===== src/rtl/ct_spsram_ctrl_pkg.sv =====
// ---------------------------------------------------------------------------
// ct_spsram_ctrl_pkg
// Shared definitions for the 4096x32 single-port SRAM controller:
//   - controller state encoding (INIT sweep / RUN service)
//   - default geometry and the byte-lane count
//   - be2wen: active-high byte strobes -> active-low per-bit write enables
// ---------------------------------------------------------------------------
package ct_spsram_ctrl_pkg;

    localparam int CT_ADDR_WIDTH = 12;
    localparam int CT_DATA_WIDTH = 32;
    localparam int BE_WIDTH      = CT_DATA_WIDTH / 8;

    typedef enum logic [0:0] {
        ST_INIT = 1'b0,
        ST_RUN  = 1'b1
    } ctrl_state_e;

    // A strobed byte lane is written (wen bits 0); an unstrobed lane is
    // masked (wen bits 1), so be=0 produces an all-ones mask.
    function automatic logic [CT_DATA_WIDTH-1:0] be2wen(input logic [BE_WIDTH-1:0] be);
        logic [CT_DATA_WIDTH-1:0] wen;
        wen = {CT_DATA_WIDTH{1'b1}};
        for (int i = 0; i < BE_WIDTH; i++) begin
            wen[8*i +: 8] = {8{~be[i]}};
        end
        return wen;
    endfunction

endpackage


===== src/rtl/ct_spsram_rr_arb2.sv =====
// ---------------------------------------------------------------------------
// ct_spsram_rr_arb2
// Two-way round-robin arbiter. The grant is combinational from the request
// vector and a 1-bit priority flop; after any grant priority moves to the
// other requester, and it holds when nothing is granted.
// Ports:
//   clk, rst : clock and synchronous active-high reset
//   en       : arbitration enable (controller in service mode)
//   req[1:0] : request valids
//   gnt[1:0] : one-hot (or zero) grant vector
// ---------------------------------------------------------------------------
module ct_spsram_rr_arb2 (
    input  logic       clk,
    input  logic       rst,
    input  logic       en,
    input  logic [1:0] req,
    output logic [1:0] gnt
);

    logic       prio_r;
    logic [1:0] gnt_s;

    // Grant: a lone requester wins; on contention the prioritised one wins.
    always_comb begin
        gnt_s[0] = en & req[0] & (~req[1] | ~prio_r);
        gnt_s[1] = en & req[1] & (~req[0] |  prio_r);
    end

    // Priority flop: point at the requester that was not just served.
    always_ff @(posedge clk) begin
        if (rst) begin
            prio_r <= 1'b0;
        end else if (gnt_s[0]) begin
            prio_r <= 1'b1;
        end else if (gnt_s[1]) begin
            prio_r <= 1'b0;
        end else begin
            prio_r <= prio_r;
        end
    end

    assign gnt = gnt_s;

endmodule


===== src/rtl/ct_spsram_4096x32_ctrl.sv =====
// ---------------------------------------------------------------------------
// ct_spsram_4096x32_ctrl
// Arbiter/sequencer in front of the ct_spsram_4096x32 single-port macro.
// After reset it zero-fills every word, then shares the port between two
// requesters with round-robin priority. All macro pins are registered, so an
// access accepted in cycle N drives the macro in N+1 and read data returns
// (with rsp_vld) in N+2.
// Ports:
//   CLK, RST                       : clock, synchronous active-high reset
//   rN_vld/rdy/wr/addr/wdata/be    : request channel of requester N
//   rN_rsp_vld/rN_rsp_data         : read response of requester N
//   sram_a/cen/gwen/wen/d, sram_q  : macro native pins
//   init_done                      : zero-fill complete, requests serviced
// ---------------------------------------------------------------------------
module ct_spsram_4096x32_ctrl
    import ct_spsram_ctrl_pkg::*;
#(
    parameter int INIT_EN    = 1,
    parameter int ADDR_WIDTH = CT_ADDR_WIDTH,
    parameter int DATA_WIDTH = CT_DATA_WIDTH
) (
    input  logic                    CLK,
    input  logic                    RST,
    input  logic                    r0_vld,
    output logic                    r0_rdy,
    input  logic                    r0_wr,
    input  logic [ADDR_WIDTH-1:0]   r0_addr,
    input  logic [DATA_WIDTH-1:0]   r0_wdata,
    input  logic [DATA_WIDTH/8-1:0] r0_be,
    output logic                    r0_rsp_vld,
    output logic [DATA_WIDTH-1:0]   r0_rsp_data,
    input  logic                    r1_vld,
    output logic                    r1_rdy,
    input  logic                    r1_wr,
    input  logic [ADDR_WIDTH-1:0]   r1_addr,
    input  logic [DATA_WIDTH-1:0]   r1_wdata,
    input  logic [DATA_WIDTH/8-1:0] r1_be,
    output logic                    r1_rsp_vld,
    output logic [DATA_WIDTH-1:0]   r1_rsp_data,
    output logic [ADDR_WIDTH-1:0]   sram_a,
    output logic                    sram_cen,
    output logic                    sram_gwen,
    output logic [DATA_WIDTH-1:0]   sram_wen,
    output logic [DATA_WIDTH-1:0]   sram_d,
    input  logic [DATA_WIDTH-1:0]   sram_q,
    output logic                    init_done
);

    localparam logic [ADDR_WIDTH-1:0] LAST_ADDR = {ADDR_WIDTH{1'b1}};

    ctrl_state_e             state_r;
    ctrl_state_e             state_nxt_s;
    logic [ADDR_WIDTH-1:0]   cnt_r;
    logic                    init_done_r;
    logic [1:0]              gnt_s;

    logic                    sel_wr_s;
    logic [ADDR_WIDTH-1:0]   sel_addr_s;
    logic [DATA_WIDTH-1:0]   sel_wdata_s;
    logic [DATA_WIDTH/8-1:0] sel_be_s;

    logic [ADDR_WIDTH-1:0]   a_nxt_s;
    logic                    cen_nxt_s;
    logic                    gwen_nxt_s;
    logic [DATA_WIDTH-1:0]   wen_nxt_s;
    logic [DATA_WIDTH-1:0]   d_nxt_s;

    logic [ADDR_WIDTH-1:0]   sram_a_r;
    logic                    sram_cen_r;
    logic                    sram_gwen_r;
    logic [DATA_WIDTH-1:0]   sram_wen_r;
    logic [DATA_WIDTH-1:0]   sram_d_r;

    logic                    p1_vld_r;
    logic                    p1_id_r;
    logic                    p2_vld_r;
    logic                    p2_id_r;

    // Arbitration is enabled by init_done, which rises the cycle after the
    // final sweep write is on the pins, so no grant overlaps the sweep.
    ct_spsram_rr_arb2 u_arb (
        .clk (CLK),
        .rst (RST),
        .en  (init_done_r),
        .req ({r1_vld, r0_vld}),
        .gnt (gnt_s)
    );

    // State register.
    always_ff @(posedge CLK) begin
        if (RST) begin
            state_r <= (INIT_EN != 0) ? ST_INIT : ST_RUN;
        end else begin
            state_r <= state_nxt_s;
        end
    end

    // Next-state logic: the sweep ends once the last address has been issued.
    always_comb begin
        state_nxt_s = state_r;
        case (state_r)
            ST_INIT: begin
                if (cnt_r == LAST_ADDR) begin
                    state_nxt_s = ST_RUN;
                end else begin
                    state_nxt_s = ST_INIT;
                end
            end
            ST_RUN:  state_nxt_s = ST_RUN;
            default: state_nxt_s = ST_INIT;
        endcase
    end

    // Sweep address counter.
    always_ff @(posedge CLK) begin
        if (RST) begin
            cnt_r <= {ADDR_WIDTH{1'b0}};
        end else if (state_r == ST_INIT) begin
            cnt_r <= cnt_r + {{(ADDR_WIDTH-1){1'b0}}, 1'b1};
        end else begin
            cnt_r <= cnt_r;
        end
    end

    // Init-done flag: set one cycle after RUN is entered, then held.
    always_ff @(posedge CLK) begin
        if (RST) begin
            init_done_r <= (INIT_EN == 0);
        end else if (state_r == ST_RUN) begin
            init_done_r <= 1'b1;
        end else begin
            init_done_r <= init_done_r;
        end
    end

    // Request field mux for the granted requester.
    always_comb begin
        if (gnt_s[1]) begin
            sel_wr_s    = r1_wr;
            sel_addr_s  = r1_addr;
            sel_wdata_s = r1_wdata;
            sel_be_s    = r1_be;
        end else begin
            sel_wr_s    = r0_wr;
            sel_addr_s  = r0_addr;
            sel_wdata_s = r0_wdata;
            sel_be_s    = r0_be;
        end
    end

    // Output logic: next macro pin values. Address and data hold while idle.
    always_comb begin
        a_nxt_s    = sram_a_r;
        d_nxt_s    = sram_d_r;
        cen_nxt_s  = 1'b1;
        gwen_nxt_s = 1'b1;
        wen_nxt_s  = {DATA_WIDTH{1'b1}};
        case (state_r)
            ST_INIT: begin
                a_nxt_s    = cnt_r;
                d_nxt_s    = {DATA_WIDTH{1'b0}};
                cen_nxt_s  = 1'b0;
                gwen_nxt_s = 1'b0;
                wen_nxt_s  = {DATA_WIDTH{1'b0}};
            end
            ST_RUN: begin
                if (|gnt_s) begin
                    a_nxt_s   = sel_addr_s;
                    cen_nxt_s = 1'b0;
                    if (sel_wr_s) begin
                        gwen_nxt_s = 1'b0;
                        wen_nxt_s  = be2wen(sel_be_s);
                        d_nxt_s    = sel_wdata_s;
                    end else begin
                        gwen_nxt_s = 1'b1;
                        wen_nxt_s  = {DATA_WIDTH{1'b1}};
                    end
                end else begin
                    cen_nxt_s  = 1'b1;
                    gwen_nxt_s = 1'b1;
                end
            end
            default: begin
                cen_nxt_s  = 1'b1;
                gwen_nxt_s = 1'b1;
            end
        endcase
    end

    // Registered macro drive.
    always_ff @(posedge CLK) begin
        if (RST) begin
            sram_a_r    <= {ADDR_WIDTH{1'b0}};
            sram_cen_r  <= 1'b1;
            sram_gwen_r <= 1'b1;
            sram_wen_r  <= {DATA_WIDTH{1'b1}};
            sram_d_r    <= {DATA_WIDTH{1'b0}};
        end else begin
            sram_a_r    <= a_nxt_s;
            sram_cen_r  <= cen_nxt_s;
            sram_gwen_r <= gwen_nxt_s;
            sram_wen_r  <= wen_nxt_s;
            sram_d_r    <= d_nxt_s;
        end
    end

    // Read response pipeline: stage 1 tracks the pin cycle, stage 2 the Q cycle.
    always_ff @(posedge CLK) begin
        if (RST) begin
            p1_vld_r <= 1'b0;
            p1_id_r  <= 1'b0;
            p2_vld_r <= 1'b0;
            p2_id_r  <= 1'b0;
        end else begin
            p1_vld_r <= (|gnt_s) & ~sel_wr_s;
            p1_id_r  <= gnt_s[1];
            p2_vld_r <= p1_vld_r;
            p2_id_r  <= p1_id_r;
        end
    end

    assign r0_rdy      = gnt_s[0];
    assign r1_rdy      = gnt_s[1];
    assign r0_rsp_vld  = p2_vld_r & ~p2_id_r;
    assign r1_rsp_vld  = p2_vld_r &  p2_id_r;
    assign r0_rsp_data = sram_q;
    assign r1_rsp_data = sram_q;
    assign sram_a      = sram_a_r;
    assign sram_cen    = sram_cen_r;
    assign sram_gwen   = sram_gwen_r;
    assign sram_wen    = sram_wen_r;
    assign sram_d      = sram_d_r;
    assign init_done   = init_done_r;

endmodule


===== config.mk =====
export PLATFORM = sky130hd
export DESIGN_NAME = ct_spsram_4096x32_ctrl
export DESIGN_NICKNAME = d
export VERILOG_FILES = /design/src/rtl/ct_spsram_ctrl_pkg.sv /design/src/rtl/ct_spsram_rr_arb2.sv /design/src/rtl/ct_spsram_4096x32_ctrl.sv
export SDC_FILE = /design/constraint.sdc
export NUM_CORES = 1
export LEC_CHECK = 0
export BUFFER_PORTS_ARGS = -buffer_cell sky130_fd_sc_hd__buf_4
export CAP_MARGIN = 10
export CORE_AREA = 2 2 109 111
export DETAILED_ROUTE_END_ITERATION = 10
export DIE_AREA = 0 0 111 113
export PLACE_DENSITY = 0.71
export SLEW_MARGIN = 20
export SYNTH_ARGS = -nofsm -noshare
export SYNTH_HDL_FRONTEND = slang
export SYNTH_HIERARCHICAL = 1
export SYNTH_SLANG_ARGS = --single-unit

===== constraint.sdc =====
create_clock -name CLK -period 2.95 [get_ports CLK]
set_input_delay 0.4425 -clock CLK [delete_from_list [all_inputs] [get_ports CLK]]
set_output_delay 0.4425 -clock CLK [all_outputs]
set_load 0.05 [all_outputs]

==> summary.md <==
| Metric | Value |
|---|---|
| Crit Path Class | `reg2out` |
| Crit path from | `init_done$_SDFFE_PP0P_` |
| Max VDD drop | `0.309 mV` |
| Leakage Power | `2.05 nW` |
| Worst-path cell chain | `nand2_1 -> a21oi_4 -> buf_12 -> buf_4` |
| Req. time, crit path | `2.51 ns` |
| Outcome | `completed` |
| Synth Area in Compound Gates | `~18%` |
| Hold buffers post-CTS | `0` |
| Xor/xnor share of the synthesized area | `less than 1%` |
| Grt total ovfl | `0` |
| Slew margin rel. | `68.5%` |
| Worst-path cell with the longest stage delay | `dfxtp_1` |
| Unique cell type count in the Yosys netlist | `39` |
| Ys Warns | `6` |
| Setup ws final | `approximately 0.82 ns` |
| TritonCTS clock tree | `done` |
| Gpl congestion | `approximately 0.76` |
| RR Startpoint | `init_done$_SDFFE_PP0P_` |
| Sequential-to-total area share from yosys stat | `34.3%` |
| Hold Path Class | `in2reg` |
| Post-synth top flop | `dfxtp_1` |
| Chip width | `111 um` |
| Post-synth EDFFs | `0` |
| Pre-antenna DRT Iters | `4` |
| Synth Area in Simple Gates | `15.7%` |
| Area of the multi-input gates | `1790 sq um` |
| Post-synth ARST share | `0%` |
| Antenna Nets Post-Route | `0` |
| Wl on met1 | `4040 um` |
| Final Hold Slack | `0.342 ns` |
| CTS Sinks | `69` |
| Total negative slack | `0 ns` |
| WHS Path Cells | `2` |
| Layout Nets | `661` |
| Setup Skew | `0.00688 ns` |
| Synth Net Count | `581` |
| Worst setup SP type | `register` |
| Vias in the first global route | `~3,300` |
| Num ports | `281` |
| Root Buffer | `clkbuf_16` |
| # Post-CTS Setup Buffers | `0` |
| Post-synthesis adder-cell area fraction | `less than 1%` |
| Vias | `~3,300` |
| Largest net degree at the start of global routing | `64` |
| Power Total | `2.56 mW` |
| Worst Hold Launch | `r1_vld` |
| Antenna Cells | `0` |
| WL met2 | `between 5000 and 6000 um` |
| Power per cell area | `492 nW/um^2` |
| Starting Density | `35.7%` |
| Routed WL per cell | `around 15 um` |
| Vias per cell | `4.95` |
| RSZ-0062 raised after global routing | `no` |
| DR WL met3 | `~860 um` |
| Std-Cell Rows | `39` |
| Global-route wire length before repair | `approximately 16,000 um` |
| Total Wirelength | `10,300 um` |
| Layout cell share with drive strength beyond 1 | `48.8%` |
| Hold Vio Cnt, Final | `0` |
| Synthesized area | `4030 sq um` |
| CP Buf/Inv Count | `2` |
| TritonCTS buffer count | `9` |
| Gr usage total | `16.1%` |
| Register Area | `1380 sq um` |
| Avg Cell Area, Syn | `9.03 sq um` |
| R2R depth | `6` |
| Finish-stage setup viols | `0` |
| Fillers | `1,052` |
| CTS clock-pin slew for the worst setup and hold paths | `~0.06 ns` |
| Die footprint | `~13,000 sq um` |
| Top Layer Used | `met4` |
| Placed wire-length estimate | `7590 um` |
| F_max | `~470 MHz` |
| Tcrit/Tclk final | `72.0%` |
| Placement Setup Slack | `0.911 ns` |
| Htree depth | `3` |
| Crit path largest cell delay | `0.43 ns` |
| Multiplexer area fraction after synthesis | `9.32%` |
| Core area | `11,300 sq um` |
| Detailed Route Iter0 Violations | `153` |
| Deepest clock path buffer count | `2` |
| Worst-skew pair later-pin latency | `0.32 ns` |
| Initial antenna violation count | `0` |
| Post-CTS sizing | `0` |
| Die Ht | `113 um` |
| Max-cap violation count | `0` |
| Post-layout min period | `2.13 ns` |
| Crit-path max FO | `63` |
| Critical Path End Type | `primary output` |
| WP depth | `4` |
| Largest family of logic cells by synthesized area | `buffers and inverters` |
| Delay-heaviest family, CP | `buffers and inverters` |
| Residual DRC count | `0` |
| Max-slew violations | `0` |
| #FFs+latches synth | `between 60 and 70` |
| Worst-Margin Slew | `0.472 ns` |
| Cells after Synth | `446` |
| Data arrival, critical path | `between 1.5 and 2 ns` |
| Synth-to-Final Area Change | `29.3%` |
| Port bufs | `184` |
| Layout Utilization | `46.2%` |
## cell usage after synthesis, types with 3 or more instances
library cell  count  share of area, %
dfxtp_1          69                34
or4_1             4              0.75
mux2i_1          33               8.2
nand3b_1         13               2.4
a21oi_1          24               3.0
buf_6             3              0.84
mux2_2            4               1.1
clkbuf_1         15               1.4
a211oi_1          3              0.56
nor3_1           32               4.0
or3_1             4              0.62
nor2b_1           5              0.78
a211oi_2         29               9.0
a21o_1            4              0.75
buf_2            11               1.4
xor2_1            3              0.65
a31o_2           12               2.6
o31ai_1           4              0.75
nand4_1           3              0.47
inv_1             4              0.37
buf_4            93                17
nor2_1           20               1.9
o21ai_0           7              0.87
nand2_1          28               2.6
## cell families after synthesis
logic type | after synthesis
compound gates | 85
xor+xnor | 4
fa+ha+maj | 1
buf+inv | 129
flops | 69
mux | 37
simple gates | 121
## path summary, 6_finish.rpt
check	endpoint	slack (ns)
hold / removal	u_arb/prio_r$_SDFFE_PP0P_	0.34
hold reg to reg	p2_id_r$_SDFF_PP0_	0.44
setup reg to reg	sram_d[20]$_SDFFE_PP0P_	1.01
setup / recovery	r1_rdy	0.82
## cell usage in the layout (no fill, tap or decap), types with 2 or more instances in the layout
cell type / netlist / layout
or3_1: 4 / 4
inv_1: 4 / 4
a21oi_1: 24 / 23
or2_2: 1 / 2
mux2i_1: 33 / 33
nand2_1: 28 / 28
nor3b_1: 2 / 2
xor2_1: 3 / 3
clkbuf_16: 0 / 9
o21ai_0: 7 / 7
a211oi_1: 3 / 3
nand3_1: 2 / 2
nor3_1: 32 / 32
a211oi_2: 29 / 29
and2_1: 2 / 2
o31ai_1: 4 / 4
mux2_2: 4 / 4
nor2b_1: 5 / 5
nor2_1: 20 / 20
nand3b_1: 13 / 13
or4_1: 4 / 4
a31o_2: 12 / 12
bufinv_16: 0 / 4
dfxtp_1: 69 / 69
buf_4: 93 / 192
a21o_1: 4 / 4
nand4_1: 3 / 3
buf_12: 0 / 2
## layout make-up
cell class	count	share of cell area, %
Clock buffer	10	4.39
Clock inverter	6	2.57
Inverter	4	0.288
Multi-Input combinational cell	248	34.4
Sequential cell	69	26.5
Tap cell	143	3.43
Timing Repair Buffer	194	28.4
## where the power goes
group	internal (mW)	switching [mW]	leakage (nW)
registers	0.943	0.0129	0.559
clock network	0.913	0.399	0.177
logic	0.138	0.156	1.32
total	1.99	0.569	2.05
## registers in the layout (all words and copies together), names as in the netlist
| register | flops |
|---|---|
| sram_d | 32 |
| cnt_r | 12 |
| sram_a | 12 |
| sram_wen | 4 |
| init_done | 1 |
| p1_id_r | 1 |
| p1_vld_r | 1 |
| p2_id_r | 1 |
| p2_vld_r | 1 |
| sram_cen | 1 |
| sram_gwen | 1 |
| state_r | 1 |
| u_arb/prio_r | 1 |
## metal layers
metal | track usage (%) | up-vias
li1 | - | 1631
met1 | 17.9 | 1537
met2 | 29.0 | 143
met3 | 5.57 | 26
met4 | 5.42 | 0
met5 | 0 | -
## metrics by stage
| step | instances | area, sq um |
|---|---|---|
| after global placement | 658 | 4850 |
| after CTS | 674 | 5210 |
| after detailed placement | 658 | 4850 |
| after global routing | 674 | 5210 |
| after floorplan | 446 | 4030 |
| final | 674 | 5210 |
Power figures use the tool's default switching activity.
